## src/rtl/mrd_fsmsource.sv

```systemverilog
// Read side of the 7-bank memory-reorder buffer: on Source-state entry, reads one
// frame of N samples bank round-robin and emits it as a sop/eop sample stream.
module mrd_fsmsource #(
    parameter int wADDR  = 8,
    parameter int wDATA  = 36,
    parameter int RD_LAT = 2
) (
    input  logic                 clk,
    input  logic                 rst_n,
    input  logic [2:0]           fsm,
    input  logic [11:0]          dftpts,
    output logic [7*wADDR-1:0]   rdaddr,
    output logic [6:0]           rden,
    input  logic [7*wDATA-1:0]   rddata,
    output logic                 out_valid,
    output logic                 out_sop,
    output logic                 out_eop,
    output logic [wDATA-1:0]     out_data,
    output logic                 source_end,
    output logic                 overTime
);

    typedef enum logic [1:0] {IDLE, ISSUE, DRAIN, DONE} state_t;

    localparam logic [2:0]  FSM_SOURCE = 3'd5;
    localparam logic [31:0] MAX_N      = 32'(7 * (2 ** wADDR));
    localparam logic [6:0]  BANK0_HOT  = 7'b1000000;

    state_t           state, state_nx;
    logic [2:0]       fsm_d;
    logic             in_source, start, abort, issue, last_issue;
    logic [11:0]      n_lat, cnt, cnt_ot;
    logic [2:0]       bank_pre;
    logic [wADDR-1:0] addr_pre, addr_q;
    logic [6:0]       rden_q;
    logic [RD_LAT:0]  dl_valid, dl_first, dl_last;
    logic [2:0]       dl_bank [RD_LAT+1];
    logic [wDATA-1:0] sel_data;

    assign in_source  = (fsm == FSM_SOURCE);
    assign start      = in_source && (fsm_d != FSM_SOURCE);
    assign abort      = ((state == ISSUE) || (state == DRAIN)) && !in_source;
    assign issue      = (state == ISSUE) && in_source;
    assign last_issue = (cnt == n_lat - 12'd1);

    assign rdaddr = {7{addr_q}};
    assign rden   = rden_q;

    always_comb begin
        state_nx = state;
        case (state)
            IDLE:  if (start) state_nx = (dftpts != 12'd0) ? ISSUE : DONE;
            ISSUE: begin
                if (abort)           state_nx = IDLE;
                else if (last_issue) state_nx = DRAIN;
            end
            DRAIN: begin
                if (abort)                                    state_nx = IDLE;
                else if (dl_valid[RD_LAT] && dl_last[RD_LAT]) state_nx = DONE;
            end
            DONE:    state_nx = IDLE;
            default: state_nx = IDLE;
        endcase
    end

    always_comb begin
        sel_data = '0;
        for (int unsigned b = 0; b < 7; b++) begin
            if (dl_bank[RD_LAT] == 3'(b)) sel_data = rddata[(6-b)*wDATA +: wDATA];
        end
    end

    always_ff @(posedge clk) begin
        if (!rst_n) begin
            state      <= IDLE;
            fsm_d      <= '0;
            n_lat      <= '0;
            cnt        <= '0;
            bank_pre   <= '0;
            addr_pre   <= '0;
            addr_q     <= '0;
            rden_q     <= '0;
            cnt_ot     <= '0;
            overTime   <= 1'b0;
            source_end <= 1'b0;
            out_valid  <= 1'b0;
            out_sop    <= 1'b0;
            out_eop    <= 1'b0;
            out_data   <= '0;
        end else begin
            state <= state_nx;
            fsm_d <= fsm;

            if ((state == IDLE) && start)
                n_lat <= ({20'd0, dftpts} > MAX_N) ? MAX_N[11:0] : dftpts;

            // Pre-counters only advance while issuing; any other cycle (incl. abort) clears them.
            if (issue) begin
                cnt <= cnt + 12'd1;
                if (bank_pre == 3'd6) begin
                    bank_pre <= '0;
                    addr_pre <= addr_pre + 1'b1;
                end else begin
                    bank_pre <= bank_pre + 3'd1;
                end
            end else begin
                cnt      <= '0;
                bank_pre <= '0;
                addr_pre <= '0;
            end

            addr_q <= addr_pre;
            rden_q <= issue ? (BANK0_HOT >> bank_pre) : '0;

            // Counting on the registered fsm puts the pulse 2049 cycles after entry.
            cnt_ot   <= (fsm_d == FSM_SOURCE) ? cnt_ot + 12'd1 : '0;
            overTime <= (cnt_ot == 12'd2047);

            source_end <= (state == DONE);

            out_valid <= !abort && dl_valid[RD_LAT];
            out_sop   <= !abort && dl_valid[RD_LAT] && dl_first[RD_LAT];
            out_eop   <= !abort && dl_valid[RD_LAT] && dl_last[RD_LAT];
            if (dl_valid[RD_LAT]) out_data <= sel_data;
        end
    end

    always_ff @(posedge clk) begin
        if (!rst_n || abort) begin
            dl_valid <= '0;
            dl_first <= '0;
            dl_last  <= '0;
        end else begin
            dl_valid <= {dl_valid[RD_LAT-1:0], issue};
            dl_first <= {dl_first[RD_LAT-1:0], issue && (cnt == 12'd0)};
            dl_last  <= {dl_last[RD_LAT-1:0], issue && last_issue};
        end
    end

    always_ff @(posedge clk) begin
        if (!rst_n) begin
            for (int unsigned i = 0; i <= RD_LAT; i++) dl_bank[i] <= '0;
        end else begin
            dl_bank[0] <= bank_pre;
            for (int unsigned i = 1; i <= RD_LAT; i++) dl_bank[i] <= dl_bank[i-1];
        end
    end

endmodule

```

## config.mk

```make
export PLATFORM = sky130hd
export DESIGN_NAME = mrd_fsmsource
export DESIGN_NICKNAME = d
export VERILOG_FILES = /design/src/rtl/mrd_fsmsource.sv
export SDC_FILE = /design/constraint.sdc
export NUM_CORES = 1
export LEC_CHECK = 0
export ABC_AREA = 1
export BUFFER_PORTS_ARGS = -buffer_cell sky130_fd_sc_hd__buf_2
export CORE_AREA = 2 2 147 149
export DETAILED_ROUTE_END_ITERATION = 10
export DIE_AREA = 0 0 149 151
export GPL_TIMING_DRIVEN = 0
export PLACE_DENSITY_LB_ADDON = 0.1
export RECOVER_POWER = 50
export REMOVE_ABC_BUFFERS = 1
export SLEW_MARGIN = 10
export SYNTH_ARGS = -nofsm -noshare
export SYNTH_HDL_FRONTEND = slang
export SYNTH_SLANG_ARGS = --single-unit
```

## constraint.sdc

```tcl
create_clock -name clk -period 2.7 [get_ports clk]
set_input_delay 0.405 -clock clk [delete_from_list [all_inputs] [get_ports clk]]
set_output_delay 0.405 -clock clk [all_outputs]
set_load 0.03 [all_outputs]
```

Word level (Yosys, flattened, before mapping) --
Memories as Yosys holds them, arrays and structs flattened. Cells that the tools add are included.
Storage, ports and cells: flip-flop bits (word level) 117, bits in writable memories 9, output and inout port bits 104, word-level logic and storage cells 92, memories kept 1
Memory list:
- dl_bank | depth 3, width 3, rd ports 3, clocked after memory_dff 0, wr ports 3, line 37 | logic [2:0] dl_bank [RD_LAT+1];
Cells by class: add/sub/neg operators 5, magnitude comparators 1, equality and inequality tests 18, shift operators 1, multiplexer cells 20, bitwise operators 5, reduce and logical (&&, ||, !) cells 23
Operator list (count):
- two-way mux 36 bit | 7
- adder 12 x 1 -> 12 bit (second input constant) | 2
- equality test 3 bit (second input constant) | 6
- equality test 12 x 11 -> 1 bit (second input constant) | 1
- equality test 12 bit | 1
- greater-than comparator 12 x 11 -> 1 bit (second input constant) | 1
- logical NOT 12 bit | 1
- two-way mux 12 bit | 1
- two-way mux 2 bit | 6
- nonzero test 12 bit | 1
- subtractor 12 x 1 -> 12 bit (second input constant) | 1
- logical AND 1 bit | 10
- two-way mux 3 bit | 3
- adder 8 x 1 -> 8 bit (second input constant) | 1
- case mux 2 bit (4 select lines) | 1
- right shift 7 x 3 -> 7 bit (first input constant) | 1
- equality test 3 x 2 -> 1 bit (second input constant) | 2
- != test 3 bit (second input constant) | 2
- equality test 2 bit (second input constant) | 2
- AND reduction 2 bit | 2
- adder 3 x 1 -> 3 bit (second input constant) | 1
- equality test 3 x 1 -> 1 bit (second input constant) | 1
- logical NOT 1 bit | 3
- logical NOT 3 bit | 1
- 10 further kinds | 15

Logic depth before layout (Yosys ltp) --
Gate-level depths: netlist of run 1.
word-level depth 8, gate-level depth with buffers 16, mapped depth without buffers 16

Least setup slack after synthesis of run 1 --
No wires, ideal clock.
path type register to register, start point register n_lat[0], end point register state[0], library setup time 115 ps, data arrival time 1573 ps, setup slack 1012 ps, stages on the path, launching flop included 16, buffers on the path 0, cell sequence dfxtp_1 > inv_1 > ha_1 > nand3_1 > inv_1 > nand2_1 > o21bai_1 > nand2_1 > inv_1 > nand2_1 > nor2_1 > nand2_1 > nand2_1 > nand3_1 > nand2_1 > nor2_1
On the way: word-level cells in the longest chain between the ends 4
Ends and longest elaborated chain:
- start: declaration | line 32 | logic [11:0] n_lat, cnt, cnt_ot;
- start signal: assignment | line 95 | n_lat <= ({20'd0, dftpts} > MAX_N) ? MAX_N[11:0] : dftpts;
- subtractor 12 x 1 -> 12 bit | line 44 | assign last_issue = (cnt == n_lat - 12'd1);
- equality test 12 bit | line 44
- != test 3 bit (no source line)
- AND reduction 3 bit (no source line)
- end signal: assignment | line 91 | state <= state_nx;
- end: declaration | line 29 | state_t state, state_nx;
No other way between the ends. A chain may end at the register's enable or synchronous reset.

==> results of run 1 <==
through the flow:
stage / TNS, ps / hold WS, ps
floorplan: -3870 / 390
global placement: -73690 / 395
detailed placement: -10710 / 393
CTS: 0 / 167
global route: 0 / 172
finish: 0 / 188
cell families (layout without fill, tap and decap cells):
logic type	after synthesis	in the layout
compound gates	204	204
xor+xnor	7	7
fa+ha+maj	13	13
buf+inv	246	549
flops	126	126
other cells	0	12
simple gates	491	492
sequential cells by signal, indices dropped and copies added (netlist names):
register,flops
n_lat,12
cnt_ot,12
bank_pre,3
fsm_d,3
state,2
out_data,36
dl_first,3
source_end,1
dl_last,3
dl_bank,9
overTime,1
addr_q,8
out_sop,1
addr_pre,8
out_valid,1
dl_valid,3
cnt,12
out_eop,1
rden,7
what timing repair did:
item,4_1_cts,5_1_grt
buffers inserted,0,3
cloned,0,1
resized for setup,3,4
pin swaps,0,2
endpoints found under the setup margin,35,16
synthesized netlist by cell type (4+ instances only):
cell and number:
nor3_1 17, o21ai_0 50, and3_1 4, ha_1 13
xor2_1 4, inv_1 131, dfxtp_1 126, nand2_1 214
inv_2 4, nand4_1 43, buf_1 8, a21oi_1 101
nor3b_1 6, nor2_1 59, nand3_1 133, buf_2 14
o221ai_1 35, buf_4 49, o21ai_1 10, clkbuf_1 39
nor4_1 4, nor2_2 4
layer usage:
layer | up-vias | wire length (um)
li1 | 4196 | -
met1 | 3854 | 11600
met2 | 354 | 12900
met3 | 48 | 1810
met4 | 0 | 736
met5 | - | 0
area by class of cell:
type	instances	area share
clock inverter	13	0.0138
sequential	126	0.264
inverter	136	0.0546
multi-input combinational	716	0.381
clock buffer	18	0.0448
antenna	12	0.00313
tap	275	0.0359
timing repair buffer	382	0.203
worst register-to-register path: stages, from the launching register on:
cell and delay [ps]:
dfxtp_2 380, buf_12 200, inv_6 480, nand3_1 250
inv_4 380, a21oi_1 250, nand3_1 110, o221ai_1 170
a21oi_1 170
worst max path at each step:
stage	from	end	slack [ps]
5_1_grt	dl_bank[0][8]	out_data[6]	50
3_3_place_gp	dl_bank[0][6]	out_data[33]	-2120
6_report	dl_bank[0][8]	out_data[6]	240
3_5_place_dp	dl_bank[0][8]	out_data[6]	-460
2_1_floorplan	dl_bank[0][6]	out_data[17]	-120
4_1_cts	dl_bank[0][8]	out_data[6]	50
where the power goes:
part / internal, mW / switching (mW) / leakage, nW
clock network: 1.28 / 0.888 / 0.274
registers: 1.90 / 0.0373 / 1.02
logic: 0.329 / 0.415 / 3.22
total: 3.51 / 1.34 / 4.52
==> impl_metrics.tcl, run 1 <==
set metrics [dict create \
    grt_use_met1 0.285 \
    mostFrequentLayoutCell "buf_2" \
    cts_tree "done" \
    synth_cells 1087 \
    initial_core_util 0.349 \
    end_kind "flop" \
    synth_top_cell_by_area "dfxtp_1" \
    max_freq_ghz 0.407 \
    crit_cells 8 \
    seq_area_frac_synth 0.347 \
    routabilityCongestion 0.876 \
    hold_class "primary input to flop" \
    dp.cells 1631 \
    globalRoute.busiestLayer "met2" \
    cp_num_buf_inv 3 \
    synthesis.area_sq_um 7270 \
    via_per_inst 5.04 \
    power.density_nw_per_um2 506 \
    slew_viol_final 0 \
    relSlewSlack 0.0402 \
    met3_usage 0.0482 \
    dr.first_iter.drc_count 454 \
    maxCapViolations 0 \
    grt_overflow 0 \
    status "finished, final reports clean" \
    layout_common_cells "buf_2 (289), nand2_1 (214), nand3_1 (133)" \
    yosysWarnings 0 \
    cts.path.max_buffers 2 \
    synth_edf_count 0 \
    vdd_ir_drop_max_mv 0.436 \
    clkSlewWorstSetupHoldPaths_ps 60 \
    synth.area.top_cells "dfxtp_1 (35%), nand2_1 (11%), nand3_1 (9.2%), a21oi_1 (6.9%), inv_1 (6.8%)" \
    core.rowCount 53 \
    p_leak_nw 4.52 \
    port_buffers 372 \
    hold_depth 3 \
    synth-adder-area-share 0.0224 \
    holdPathEnd "fsm_d[0]" \
    grt_max_degree 78 \
    r2r_start "dl_bank[0][8]" \
    place_hpwl_um 19900 \
    multi_input_area_sq_um 3650 \
    die_area_sq_um 22500 \
    core-area_sq_um 20800 \
    clkSinkCount 126 \
    arrival_ps 2800 \
    crit_slowest_cell "inv_6" \
    drt.antenna.violating_nets 0 \
    cp_max_fo 78 \
    dp_slack_ps -456 \
    fin_worst_skew_ps 9.16 \
    critical_path_class "flop to flop" \
    synth-xor-area-share 0.00843 \
    synthSimpleGateAreaFrac 0.307 \
    synth_cell_type_count 35 \
    grt_pass1_wl_um 40300 \
    async_reset_ff_frac 0 \
    first_pass_iters 5 \
    period_share 0.911 \
    setup_viol 0 \
    wirelength_um 27100 \
    path_cells "buf_12 -> inv_6 -> nand3_1 -> inv_4 -> a21oi_1 -> nand3_1 -> o221ai_1 -> a21oi_1" \
    dpl-instance-area_sq_um 9030 \
    root_buffer "clkbuf_16" \
    fillerInstances 2209 \
    syn_area_per_cell_sq_um 6.69 \
    pin_count 373 \
    final-seq-area_sq_um 2530 \
    synth-compound-area-share 0.161 \
    globalRouteMet2Util 0.385 \
    rr_worst_depth 8 \
    drive_gt1_frac 0.250 \
    fin_util 0.460 \
    path_delay_family "buffers and inverters" \
    cts_buffers 17 \
    grt_pass1_vias 7588 \
    hold_buffers 0 \
    antenna_found_initial 12 \
    htree_levels 4 \
    period_minus_slack_ps 2460 \
    crit_required_ps 3040 \
    slowest_delay_ps 470 \
    cp-start-kind "flop" \
    fin_area_sq_um 9580 \
    num_vias 8452 \
    clk_latency_ps 420 \
    floorplan.die.width_um 149 \
    synth_mux_area_frac 0 \
    die_y_um 151 \
    ys.flop_type "dfxtp_1" \
    track_usage 0.230 \
    nNetsFinal 1661 \
    worstReg2RegEnd "out_data[6]" \
    ys_ff_latch 126 \
    finalPower_mw 4.85 \
    hold_viol 0 \
    synth_top_family_by_area "simple AND/OR/NAND/NOR gates" \
    yosys.area.top_type_share 0.347 \
    r2r_slack_ps 240 \
    wl_per_cell_um 16.1 \
    rsz0062_at_grt "no" \
    syn_to_final_growth_pct 31.8 \
    hp-start "fsm[0]" \
    drc 0 \
    stdcell_count 1678 \
    worstMarginPinSlew_ps 1440 \
    setup_ws_ps 240 \
]
No activity file was read; power rests on OpenSTA's default activity.
==> run 2, diff against run 1 <==
--- a/config.mk
+++ b/config.mk
@@ -7,9 +7,12 @@
 export LEC_CHECK = 0
 export ABC_AREA = 1
 export BUFFER_PORTS_ARGS = -buffer_cell sky130_fd_sc_hd__buf_2
-export CORE_AREA = 2 2 147 149
+export CELL_PAD_IN_SITES_DETAIL_PLACEMENT = 0
+export CELL_PAD_IN_SITES_GLOBAL_PLACEMENT = 1
+export CORE_ASPECT_RATIO = 1.5
+export CORE_MARGIN = 2
+export CORE_UTILIZATION = 33
 export DETAILED_ROUTE_END_ITERATION = 10
-export DIE_AREA = 0 0 149 151
 export GPL_TIMING_DRIVEN = 0
 export PLACE_DENSITY_LB_ADDON = 0.1
 export RECOVER_POWER = 50
==> constraint.sdc (replaced) <==
create_clock -name clk -period 2.7 [get_ports clk]
set_input_delay 0.405 -clock clk [delete_from_list [all_inputs] [get_ports clk]]
set_output_delay 0.405 -clock clk [all_outputs]
set_load 0.01 [all_outputs]
==> run 2 against run 1 <==
Sequential cell count unchanged. Combinational power fell by 0.9%. Critical endpoint is now out_data[5]. Clock power rose by 8%. Count of clock-buffer cells in the layout decreased by 1. Sequential share of layout area hardly changed.
==> impl_metrics.tcl, run 2 (same netlist as run 1, synthesis figures left out) <==
set metrics [dict create \
    top_register "out_data" \
    crit_required_ps 2970 \
    cts_buffers 17 \
    maxCapViolations 0 \
    syn_to_final_growth_pct 31.8 \
    mostFrequentLayoutCell "buf_2" \
    setup_tns_ps 0 \
    clk_latency_ps 420 \
    hold_viol 0 \
    routabilityCongestion 0.875 \
    first_pass_iters 5 \
    grt_overflow 0 \
    drive_gt1_frac 0.250 \
    setup_ws_ps 195 \
    port_buffers 372 \
    startpoint "dl_bank[0][8]" \
    r2r_slack_ps 190 \
    num_vias 8349 \
    track_usage 0.234 \
    p_leak_nw 4.52 \
    die_y_um 186 \
    period_minus_slack_ps 2510 \
    wirelength_um 28600 \
    via_per_inst 4.99 \
    whs_ps 183 \
    rsz0062_at_grt "no" \
    worstMarginPinSlew_ps 830 \
    critical_path_class "flop to flop" \
    hold_depth 3 \
    floorplan.die.width_um 125 \
    clkSinkCount 126 \
    core.rowCount 66 \
    core-area_sq_um 21600 \
    drt.antenna.violating_nets 0 \
    root_buffer "clkbuf_16" \
    power.density_nw_per_um2 523 \
    dp_slack_ps -502 \
    hold_buffers 0 \
    vdd_ir_drop_max_mv 0.298 \
    layout_common_cells "buf_2 (288), nand2_1 (214), nand3_1 (133)" \
    fin_worst_skew_ps 11.5 \
    pin_count 373 \
    cts.path.max_buffers 2 \
    status "finished, final reports clean" \
    arrival_ps 2770 \
    setup_viol 0 \
    htree_levels 4 \
    clkSlewWorstSetupHoldPaths_ps 60 \
    finalPower_mw 5.01 \
    largest_register_ffs 36 \
    die_area_sq_um 23300 \
    dpl-instance-area_sq_um 8990 \
    holdPathEnd "fsm_d[2]" \
    max_freq_ghz 0.399 \
    place_hpwl_um 21300 \
    hp-start "fsm[2]" \
    cts_tree "done" \
    dr.first_iter.drc_count 342 \
    relSlewSlack 0.446 \
    period_share 0.928 \
    grt_max_degree 78 \
    antenna_found_initial 16 \
    nNetsFinal 1659 \
    initial_core_util 0.336 \
    grt_pass1_wl_um 42500 \
    cp-start-kind "flop" \
    grt_pass1_vias 7683 \
    slew_viol_final 0 \
    rr_worst_depth 6 \
    worstReg2RegEnd "out_data[5]" \
    r2r_start "dl_bank[0][8]" \
    wl_per_cell_um 17.1 \
    cp_max_fo 78 \
    fin_area_sq_um 9590 \
    drc 0 \
    end_kind "flop" \
    hold_class "primary input to flop" \
]
run 2: worst max-delay path: stages (launching register included):
cell	delay, ps
dfxtp_2	540
buf_12	250
inv_6	230
nor3_1	500
inv_6	320
o221ai_1	370
a21oi_1	100
run 2: area by class of cell:
cell class                      instances  area [sq um]
Antenna cell                           12          30.0
Clock buffer                           17           425
Clock inverter                         15           191
Fill cell                            2425         12000
Inverter                              136           523
Multi-Input combinational cell        716          3650
Sequential cell                       126          2530
Tap cell                              272           340
Timing Repair Buffer                  380          1890
run 2: how the worst max path moves through the flow:
| stage | end | slack (ps) |
|---|---|---|
| after floorplan | out_data[17] | -120 |
| after global placement | out_data[21] | -2090 |
| after detailed placement | out_data[28] | -500 |
| after CTS | out_data[10] | 40 |
| after global routing | out_data[16] | 20 |
| final | out_data[5] | 190 |
run 2: power by group:
part	switching, mW	total (mW)	leakage (nW)	internal [mW]
combinational	0.410	0.737	3.20	0.328
clock	1.00	2.34	0.298	1.33
sequential	0.0382	1.94	1.02	1.90
total	1.45	5.01	4.52	3.56
run 2: layer usage:
layer,GRT usage,wire (um),up-vias
met1,0.262,11400,3794
met4,0.105,790,6
li1,-,-,4193
met2,0.412,14400,313
met3,0.0655,2000,43
met5,0,38,-
run 2: repair_timing:
| item | CTS | global route |
|---|---|---|
| gates resized for setup | 3 | 4 |
| setup endpoints to repair | 36 | 31 |
| pin swaps | 0 | 1 |
| buffers inserted | 0 | 2 |
| gates cloned | 0 | 1 |
run 2: stage by stage:
step           cells  utilization
5_1_grt         1671        0.443
3_5_place_dp    1627        0.416
3_3_place_gp    1621        0.410
6_report        1674        0.443
2_1_floorplan    977            -
4_1_cts         1659        0.445
==> run 3, diff against run 2 <==
--- a/config.mk
+++ b/config.mk
@@ -10,7 +10,6 @@
 export CELL_PAD_IN_SITES_DETAIL_PLACEMENT = 0
 export CELL_PAD_IN_SITES_GLOBAL_PLACEMENT = 1
 export CORE_ASPECT_RATIO = 1.5
-export CORE_MARGIN = 2
 export CORE_UTILIZATION = 33
 export DETAILED_ROUTE_END_ITERATION = 10
 export GPL_TIMING_DRIVEN = 0
==> run 3 against run 2 <==
Global-route usage up 0.58 points. Combinational power is essentially flat. Die area fell by 2.7%. First-iteration DRC count increased by 13%. Worst hold slack improved by 6.0 ps. Clock power barely moved. Sequential cell count is the same. Sequential share of layout area decreased by 0.099 points. Worst setup slack improved by 2.2 ps. Utilization grew 0.17 points. Critical path depth is 1 higher. Power is 0.11% higher. Largest cell class unchanged. Highest routed layer unchanged.
==> impl_metrics.tcl, run 3 (same netlist as run 1, synthesis figures left out) <==
set metrics [dict create \
    dr.first_iter.drc_count 387 \
    num_vias 8288 \
    path_cells "buf_16 -> inv_6 -> nor3_1 -> inv_6 -> nand2_1 -> o221ai_1 -> a21oi_1" \
    finalPower_mw 5.02 \
    die_y_um 184 \
    post-cts-setup-buffer-count 0 \
    worstMarginPinSlew_ps 814 \
    drc 0 \
    track_usage 0.240 \
    layout_common_cells "buf_2 (291), nand2_1 (214), nand3_1 (133)" \
    rr_worst_depth 7 \
    place_hpwl_um 20600 \
    rsz0062_at_grt "no" \
    wl_per_cell_um 16.7 \
    root_buffer "clkbuf_16" \
    end_kind "flop" \
    via_per_inst 4.95 \
    power.density_nw_per_um2 521 \
    p_leak_nw 4.54 \
    nNetsFinal 1659 \
    dpl-instance-area_sq_um 9060 \
    initial_core_util 0.336 \
    grt_pass1_vias 7451 \
    fillerInstances 2360 \
    grt_pass1_wl_um 40900 \
    core-area_sq_um 21600 \
    port_buffers 372 \
    htree_levels 4 \
    grt_overflow 0 \
    worstReg2RegEnd "out_data[31]" \
    top_register "out_data" \
    r2r_start "dl_bank[0][8]" \
    clk_latency_ps 420 \
    holdPathEnd "fsm_d[2]" \
    cts_buffers 17 \
    path_delay_family "buffers and inverters" \
    r2r_slack_ps 200 \
    grt_max_degree 78 \
    drt.antenna.violating_nets 0 \
    largest_register_ffs 36 \
    max_freq_ghz 0.400 \
    crit_slowest_cell "dfxtp_2" \
    wirelength_um 28000 \
    hp-start "fsm[2]" \
    die_area_sq_um 22700 \
    fin_area_sq_um 9620 \
    slew_viol_final 0 \
    hold_viol 0 \
    setup_tns_ps 0 \
    hold_depth 3 \
    syn_to_final_growth_pct 32.3 \
    clkSlewWorstSetupHoldPaths_ps 60 \
    relSlewSlack 0.458 \
    cts_tree "done" \
    maxCapViolations 0 \
    first_pass_iters 5 \
    period_share 0.927 \
    cp-start-kind "flop" \
    clkSinkCount 126 \
    pin_count 373 \
    antenna_found_initial 14 \
    crit_path_frequent_cell "inv_6" \
    stdcell_count 1673 \
    slowest_delay_ps 620 \
    cp_num_buf_inv 3 \
    floorplan.die.width_um 123 \
    whs_ps 189 \
    critical_path_class "flop to flop" \
    fin_worst_skew_ps 4.39 \
    dp.cells 1629 \
    drive_gt1_frac 0.252 \
    vdd_ir_drop_max_mv 0.342 \
    dp_slack_ps -629 \
    cp_max_fo 78 \
    routabilityCongestion 0.865 \
    core.rowCount 66 \
    period_minus_slack_ps 2500 \
    hold_class "primary input to flop" \
    cts.path.max_buffers 2 \
    setup_ws_ps 197 \
    fin_util 0.445 \
    status "finished, final reports clean" \
    mostFrequentLayoutCell "buf_2" \
    crit_required_ps 3050 \
    arrival_ps 2850 \
    setup_viol 0 \
]
[run 3: cell count changes in the layout (fill, tap and decap cells not counted), moves of 3 or more]
cell	change
inv_8	-4
inv_6	-3
buf_16	+3
buf_2	+3
clkinv_8	-4
clkinv_2	+4
clkbuf_1	-3
[run 3: how the worst max path moves through the flow]
stage | slack (ps) | cells past startpoint | end | startpoint
6_report | 200 | 7 | out_data[31] | dl_bank[0][8]
5_1_grt | 1 | 8 | out_data[11] | dl_bank[0][8]
4_1_cts | 20 | 8 | out_data[33] | dl_bank[0][8]
3_5_place_dp | -630 | 8 | out_data[33] | dl_bank[0][8]
3_3_place_gp | -2350 | 7 | out_data[11] | dl_bank[0][6]
2_1_floorplan | -120 | 7 | out_data[17] | dl_bank[0][6]
[run 3: what timing repair did]
item / CTS / global route
setup endpoints to repair: 36 / 7
pin swaps: 0 / 1
resized for setup: 4 / 2
cloned: 0 / 1
hold buffers: 0 / 0
[run 3: metal layers]
layer	track usage	wire length, um	vias up	part of all wire
li1	-	-	4205	-
met4	0.126	1030	6	0.037
met2	0.408	13700	311	0.49
met3	0.0841	2480	56	0.088
met5	0	41	-	0.0015
met1	0.256	10700	3710	0.38
[run 3: area by class of cell]
class | count | area, sq um | area share
well taps | 272 | 340 | 0.0354
multi-input cells | 716 | 3650 | 0.379
clock buffers | 18 | 439 | 0.0456
flip-flops and latches | 126 | 2530 | 0.263
clock inverters | 14 | 168 | 0.0174
repair buffers | 380 | 1950 | 0.203
inverters | 136 | 523 | 0.0543
diodes | 11 | 27.5 | 0.00286
[run 3: power breakdown]
| group | internal, mW | switching [mW] | total [mW] |
|---|---|---|---|
| Combinational | 0.331 | 0.406 | 0.737 |
| Clock | 1.47 | 0.868 | 2.34 |
| Sequential | 1.90 | 0.0393 | 1.94 |
| Total | 3.70 | 1.31 | 5.02 |
[run 3: worst reg2reg max path, delay by kind of cell, from the launching register on]
kind                   cells  cell delay [ps]
buffers and inverters      3              770
and+or+nand+nor            2              750
DFF                        1              620
AOI/OAI and AO/OA          2              310
